### src/rtl/hazard_scoreboard.sv
// ID-stage hazard unit: load-use/branch interlocks plus a one-entry scoreboard for the long-latency unit.
// stall/bubble are combinational in the same cycle; scoreboard state and stallCount are registered.
module hazard_scoreboard #(
    parameter int RW       = 5,
    parameter int LAT      = 4,
    parameter int CW       = 16,
    parameter int ZERO_REG = 1
) (
    input  logic          clk,
    input  logic          rst,
    input  logic          ID_valid,
    input  logic [RW-1:0] ID_rs,
    input  logic [RW-1:0] ID_rt,
    input  logic [RW-1:0] ID_rw,
    input  logic          ID_regWrite,
    input  logic          ID_isLong,
    input  logic          ID_uncertainJump,
    input  logic          ID_flush,
    input  logic [RW-1:0] EX_rw,
    input  logic [RW-1:0] MEM_rw,
    input  logic          EX_memToReg,
    input  logic          MEM_memToReg,
    input  logic          EX_regWrite,
    output logic          stall,
    output logic          bubble,
    output logic          longBusy,
    output logic [RW-1:0] longRw,
    output logic [CW-1:0] stallCount
);

    localparam int CNTW = $clog2(LAT + 1);

    typedef enum logic {IDLE, BUSY} state_t;

    state_t          r_state;
    state_t          w_state_nxt;
    logic [CNTW-1:0] r_cnt;
    logic [CNTW-1:0] w_cnt_nxt;
    logic [RW-1:0]   r_long_rw;
    logic [RW-1:0]   w_long_rw_nxt;
    logic [CW-1:0]   r_stall_cnt;
    logic            w_long_busy;
    logic            w_v;
    logic            w_stall;
    logic            w_issue;

    function automatic logic nz(input logic [RW-1:0] r);
        return (r != '0) || (ZERO_REG == 0);
    endfunction

    function automatic logic rd(input logic [RW-1:0] r, input logic [RW-1:0] a, input logic [RW-1:0] b);
        return (r == a) || (r == b);
    endfunction

    assign w_long_busy = (r_cnt != '0);
    assign w_v         = ID_valid && !ID_flush;

    always_comb begin
        w_stall = 1'b0;
        if (w_v) begin
            w_stall = (EX_memToReg && nz(EX_rw) && rd(EX_rw, ID_rs, ID_rt))
                   || (ID_uncertainJump && EX_regWrite && nz(EX_rw) && rd(EX_rw, ID_rs, ID_rt))
                   || (ID_uncertainJump && MEM_memToReg && nz(MEM_rw) && rd(MEM_rw, ID_rs, ID_rt))
                   || (w_long_busy && nz(r_long_rw) && rd(r_long_rw, ID_rs, ID_rt))
                   || (w_long_busy && ID_regWrite && nz(r_long_rw) && (ID_rw == r_long_rw))
                   || (w_long_busy && ID_isLong);
        end
    end

    assign w_issue = w_v && ID_isLong && !w_stall;

    // BUSY never sees an issue: a busy scoreboard always raises the structural stall.
    always_comb begin
        w_state_nxt   = r_state;
        w_cnt_nxt     = r_cnt;
        w_long_rw_nxt = r_long_rw;
        case (r_state)
            IDLE: begin
                if (w_issue) begin
                    w_state_nxt   = BUSY;
                    w_cnt_nxt     = CNTW'(LAT);
                    w_long_rw_nxt = ID_regWrite ? ID_rw : '0;
                end
            end
            BUSY: begin
                if (r_cnt != '0) begin
                    w_cnt_nxt = r_cnt - CNTW'(1);
                end
                if (r_cnt <= CNTW'(1)) begin
                    w_state_nxt = IDLE;
                end
            end
            default: begin
                w_state_nxt = IDLE;
                w_cnt_nxt   = '0;
            end
        endcase
    end

    always_ff @(posedge clk or posedge rst) begin
        if (rst) begin
            r_state     <= IDLE;
            r_cnt       <= '0;
            r_long_rw   <= '0;
            r_stall_cnt <= '0;
        end else begin
            r_state   <= w_state_nxt;
            r_cnt     <= w_cnt_nxt;
            r_long_rw <= w_long_rw_nxt;
            if (w_stall && (r_stall_cnt != '1)) begin
                r_stall_cnt <= r_stall_cnt + CW'(1);
            end
        end
    end

    assign stall      = w_stall;
    assign bubble     = w_stall;
    assign longBusy   = w_long_busy;
    assign longRw     = r_long_rw;
    assign stallCount = r_stall_cnt;

endmodule

### config.mk
export PLATFORM = sky130hd
export DESIGN_NAME = hazard_scoreboard
export DESIGN_NICKNAME = d
export VERILOG_FILES = /design/src/rtl/hazard_scoreboard.sv
export SDC_FILE = /design/constraint.sdc
export NUM_CORES = 1
export LEC_CHECK = 0
export CORE_MARGIN = 1
export CORE_UTILIZATION = 45
export CTS_CLUSTER_SIZE = 24
export DETAILED_ROUTE_END_ITERATION = 16
export GPL_TIMING_DRIVEN = 1
export PLACE_DENSITY = 0.78
export SLEW_MARGIN = 40
export SYNTH_ARGS = -nofsm -noshare
export SYNTH_HDL_FRONTEND = slang
export SYNTH_SLANG_ARGS = --single-unit
### constraint.sdc
create_clock -name clk -period 3.4 [get_ports clk]
set_clock_uncertainty 0.2 [all_clocks]
set_input_delay 0.68 -clock clk [delete_from_list [all_inputs] [get_ports clk]]
set_output_delay 0.68 -clock clk [all_outputs]
set_load 0.02 [all_outputs]
==> run metrics <==
CP Class in2out; Die H 63.25 um; Final GP Congestion 0.8618; final net count 290; share of cells above drive strength 1 8.400%; Psw 0.5403 mW; worst rel slew slack 65.56%; Die X 63.25 um; Unique masters post-synth 31; CP Buf/Inv Count 2; met1 usage 26.90%; Crit Path Max Fanout 2; routed vias/inst 5.061; grt met3 use 4.167%; final std cell area, no fill 2435 um2; CP Capture Type output port; Post-synth EDFFs 0; WL per Instance 12.98 um; Clk network pwr share 13.4%; syn nets 221; unrepaired setup endpoints after global routing false; Layout area overhead 44.26%; Total Die Area 4000 um2; DPL Wire Length 2.932 mm; sequential-to-total area share from yosys stat 37.06%; min Tclk post-route 3.268 ns; Post-Synth XOR/XNOR Area 25.95%; vias in the first global route 1458; simple-gate share of the synthesized area 21.05%; worst setup margin 0.1315 ns; DP Worst Slack -0.4460 ns; drt first pass iters 4; Static Leak 0.9810 nW; I/O Buffers 58; Max H-tree Level 1; fill cell count 286; Seq pwr share 36.9%; Cells after Synth 182; Placed Cells 292; cts bufs inserted 3; antenna cells 0; crit path max-delay cell type or3_1; CP required 2.52 ns; # DRC 0; Max stage delay on crit path 0.37 ns; Final Cycle Share 96.13%; mux cell area share after synthesis 3.632%; Hold Crit Class reg2reg; Core Area 3468 um2; largest family of logic cells by synthesized area XOR/XNOR gates; first-pass GRT wire length 6.589 mm; Initial Utilization 48.67%; global-route usage over all layers 20.77%; Tot Pwr 1.334 mW; Max Clk Rate 306.0 MHz; status complete, no violations; most common cell after layout, fill and taps aside clkdlybuf4s50_1; YS warnings 0; crit path DAT 2.39 ns; pin count of the biggest net entering global routing 26; Synth Cell Area 1688 um2; routed vias 1498; most frequent cells in the layout clkdlybuf4s50_1, xnor2_1, dfrtp_1, nand2_1, nand3_1; antenna violations before repair 0; met2 usage 35.08%; Routed WL 3.841 mm; dominant synthesized flop cell dfrtp_1; Setup Viol. Count Final 0; Slew Limit Fails 0; PwrDens 547.9 nW/um2; crit start category input pin; DR iter-0 viols 46; CP top delay family compound AO/OA/AOI/OAI gates; Adder-Cell Fraction of Synth Area 2.965%; Top Ports 59; Total Neg Setup Slack 0 ns; WHS 0.2923 ns; Least-Margin Pin Slew 0.5159 ns; switching share of power 40.50%; Async SR Flop Fraction 100.0%; Util after Layout 70.20%; clk sinks 25; setup bufs post-CTS 0; dpl cell area 2387 um2; Compound-Gate Fraction of Synth Area 5.782%; Hold Fails Final Rpt 0; Final ANT Viol Nets 0; CTS max path bufs 2; Clk pin slew, worst setup/hold paths 0.09 ns; Seq cells post-synth 25; Int Pwr 0.7939 mW; Post-Layout Cell Count 296; Comb pwr share 49.7%; Max IR drop VDD 0.4344 mV; num rows 21; Clock Latency Late Sink 0.27 ns; grt ovf 0; critical path, cell by cell dlygate4sd2_1 > or3_1 > o311a_1 > a222oi_1 > o21ai_2 > and2_4 > buf_6; clk root buf clkbuf_8; syn avg cell area 9.274 um2; MaxCap Viol Count 0; busiest grt layer met2; TritonCTS clock tree done
worst register-to-register path: stages, from the launching register on:
cell	delay, ns
dfrtp_1	0.46
xor2_1	0.17
nor4_1	0.27
and3_1	0.19
nor3_1	0.07
o21ai_2	0.14
buf_4	0.22
and4bb_1	0.24
buf_12	0.15
or2_2	0.29
cell usage after synthesis (2+ instances only):
| library cell | number | area [um2] |
|---|---|---|
| xor2_1 | 8 | 70.07 |
| nor3_1 | 7 | 35.03 |
| a21oi_1 | 3 | 15.01 |
| dfrtp_1 | 25 | 625.6 |
| nand2b_1 | 2 | 12.51 |
| nand3_1 | 15 | 75.07 |
| a31oi_1 | 2 | 12.51 |
| inv_1 | 9 | 33.78 |
| and2_1 | 4 | 25.02 |
| xnor2_1 | 42 | 367.9 |
| nand4_1 | 8 | 50.05 |
| nor2_1 | 3 | 11.26 |
| and3_1 | 6 | 37.54 |
| mux2i_1 | 5 | 50.05 |
| nand2_1 | 19 | 71.32 |
| o21ai_0 | 3 | 15.01 |
| o22ai_1 | 3 | 18.77 |
| clkbuf_1 | 2 | 7.510 |
| ha_1 | 4 | 50.05 |
what timing repair did:
item / CTS / global route
resized for setup: 16 / 0
setup endpoints to repair: 2 / 0
hold buffers: 0 / 0
registers in the layout (all words and copies together) (netlist names):
signal	count
stallCount	16
longRw	5
r_cnt	3
r_state	1
final timing paths:
path	start	to	slack [ns]	cells after the start
worst min register to register	stallCount[15]	stallCount[15]	0.29	1
max in group asynchronous	rst	stallCount[15]	2.10	2
worst max-delay path	MEM_rw[1]	stall	0.13	7
worst min-delay path	stallCount[15]	stallCount[15]	0.29	1
min in group asynchronous	rst	r_cnt[1]	0.55	2
worst max register to register	longRw[2]	r_cnt[2]	0.89	9
final cells by class:
type	instances	area [um2]	area share [%]
sequential	25	625.6	25.69
clock buffer	3	41.29	1.696
timing repair buffer	68	666.9	27.39
inverter	9	33.78	1.387
tap	46	57.56	2.364
clock inverter	1	5.005	0.2055
multi-input combinational	144	1005	41.26
power by group through the flow:
stage                     clock [mW]  combinational, mW  sequential (mW)
final                          0.179              0.663            0.492
after global routing           0.196              0.724            0.505
after CTS                      0.186              0.669            0.494
after detailed placement           0              0.664            0.497
after global placement             0              0.653            0.495
after floorplan                    0              0.337            0.542
cells by family after synthesis:
logic type,count (synthesis)
muxes,6
and+or+nand+nor,69
xor gates and xnor gates,50
buffers and inverters,13
adders and majority gates,4
DFF,25
AOI/OAI and AO/OA,15
per-layer routing:
metal	vias to the layer above	wire [um]
met5	-	0
met4	0	36
met3	4	223
met2	48	1749
met1	690	1833
li1	756	-
Note: power is estimated with default switching activity, not from simulation.
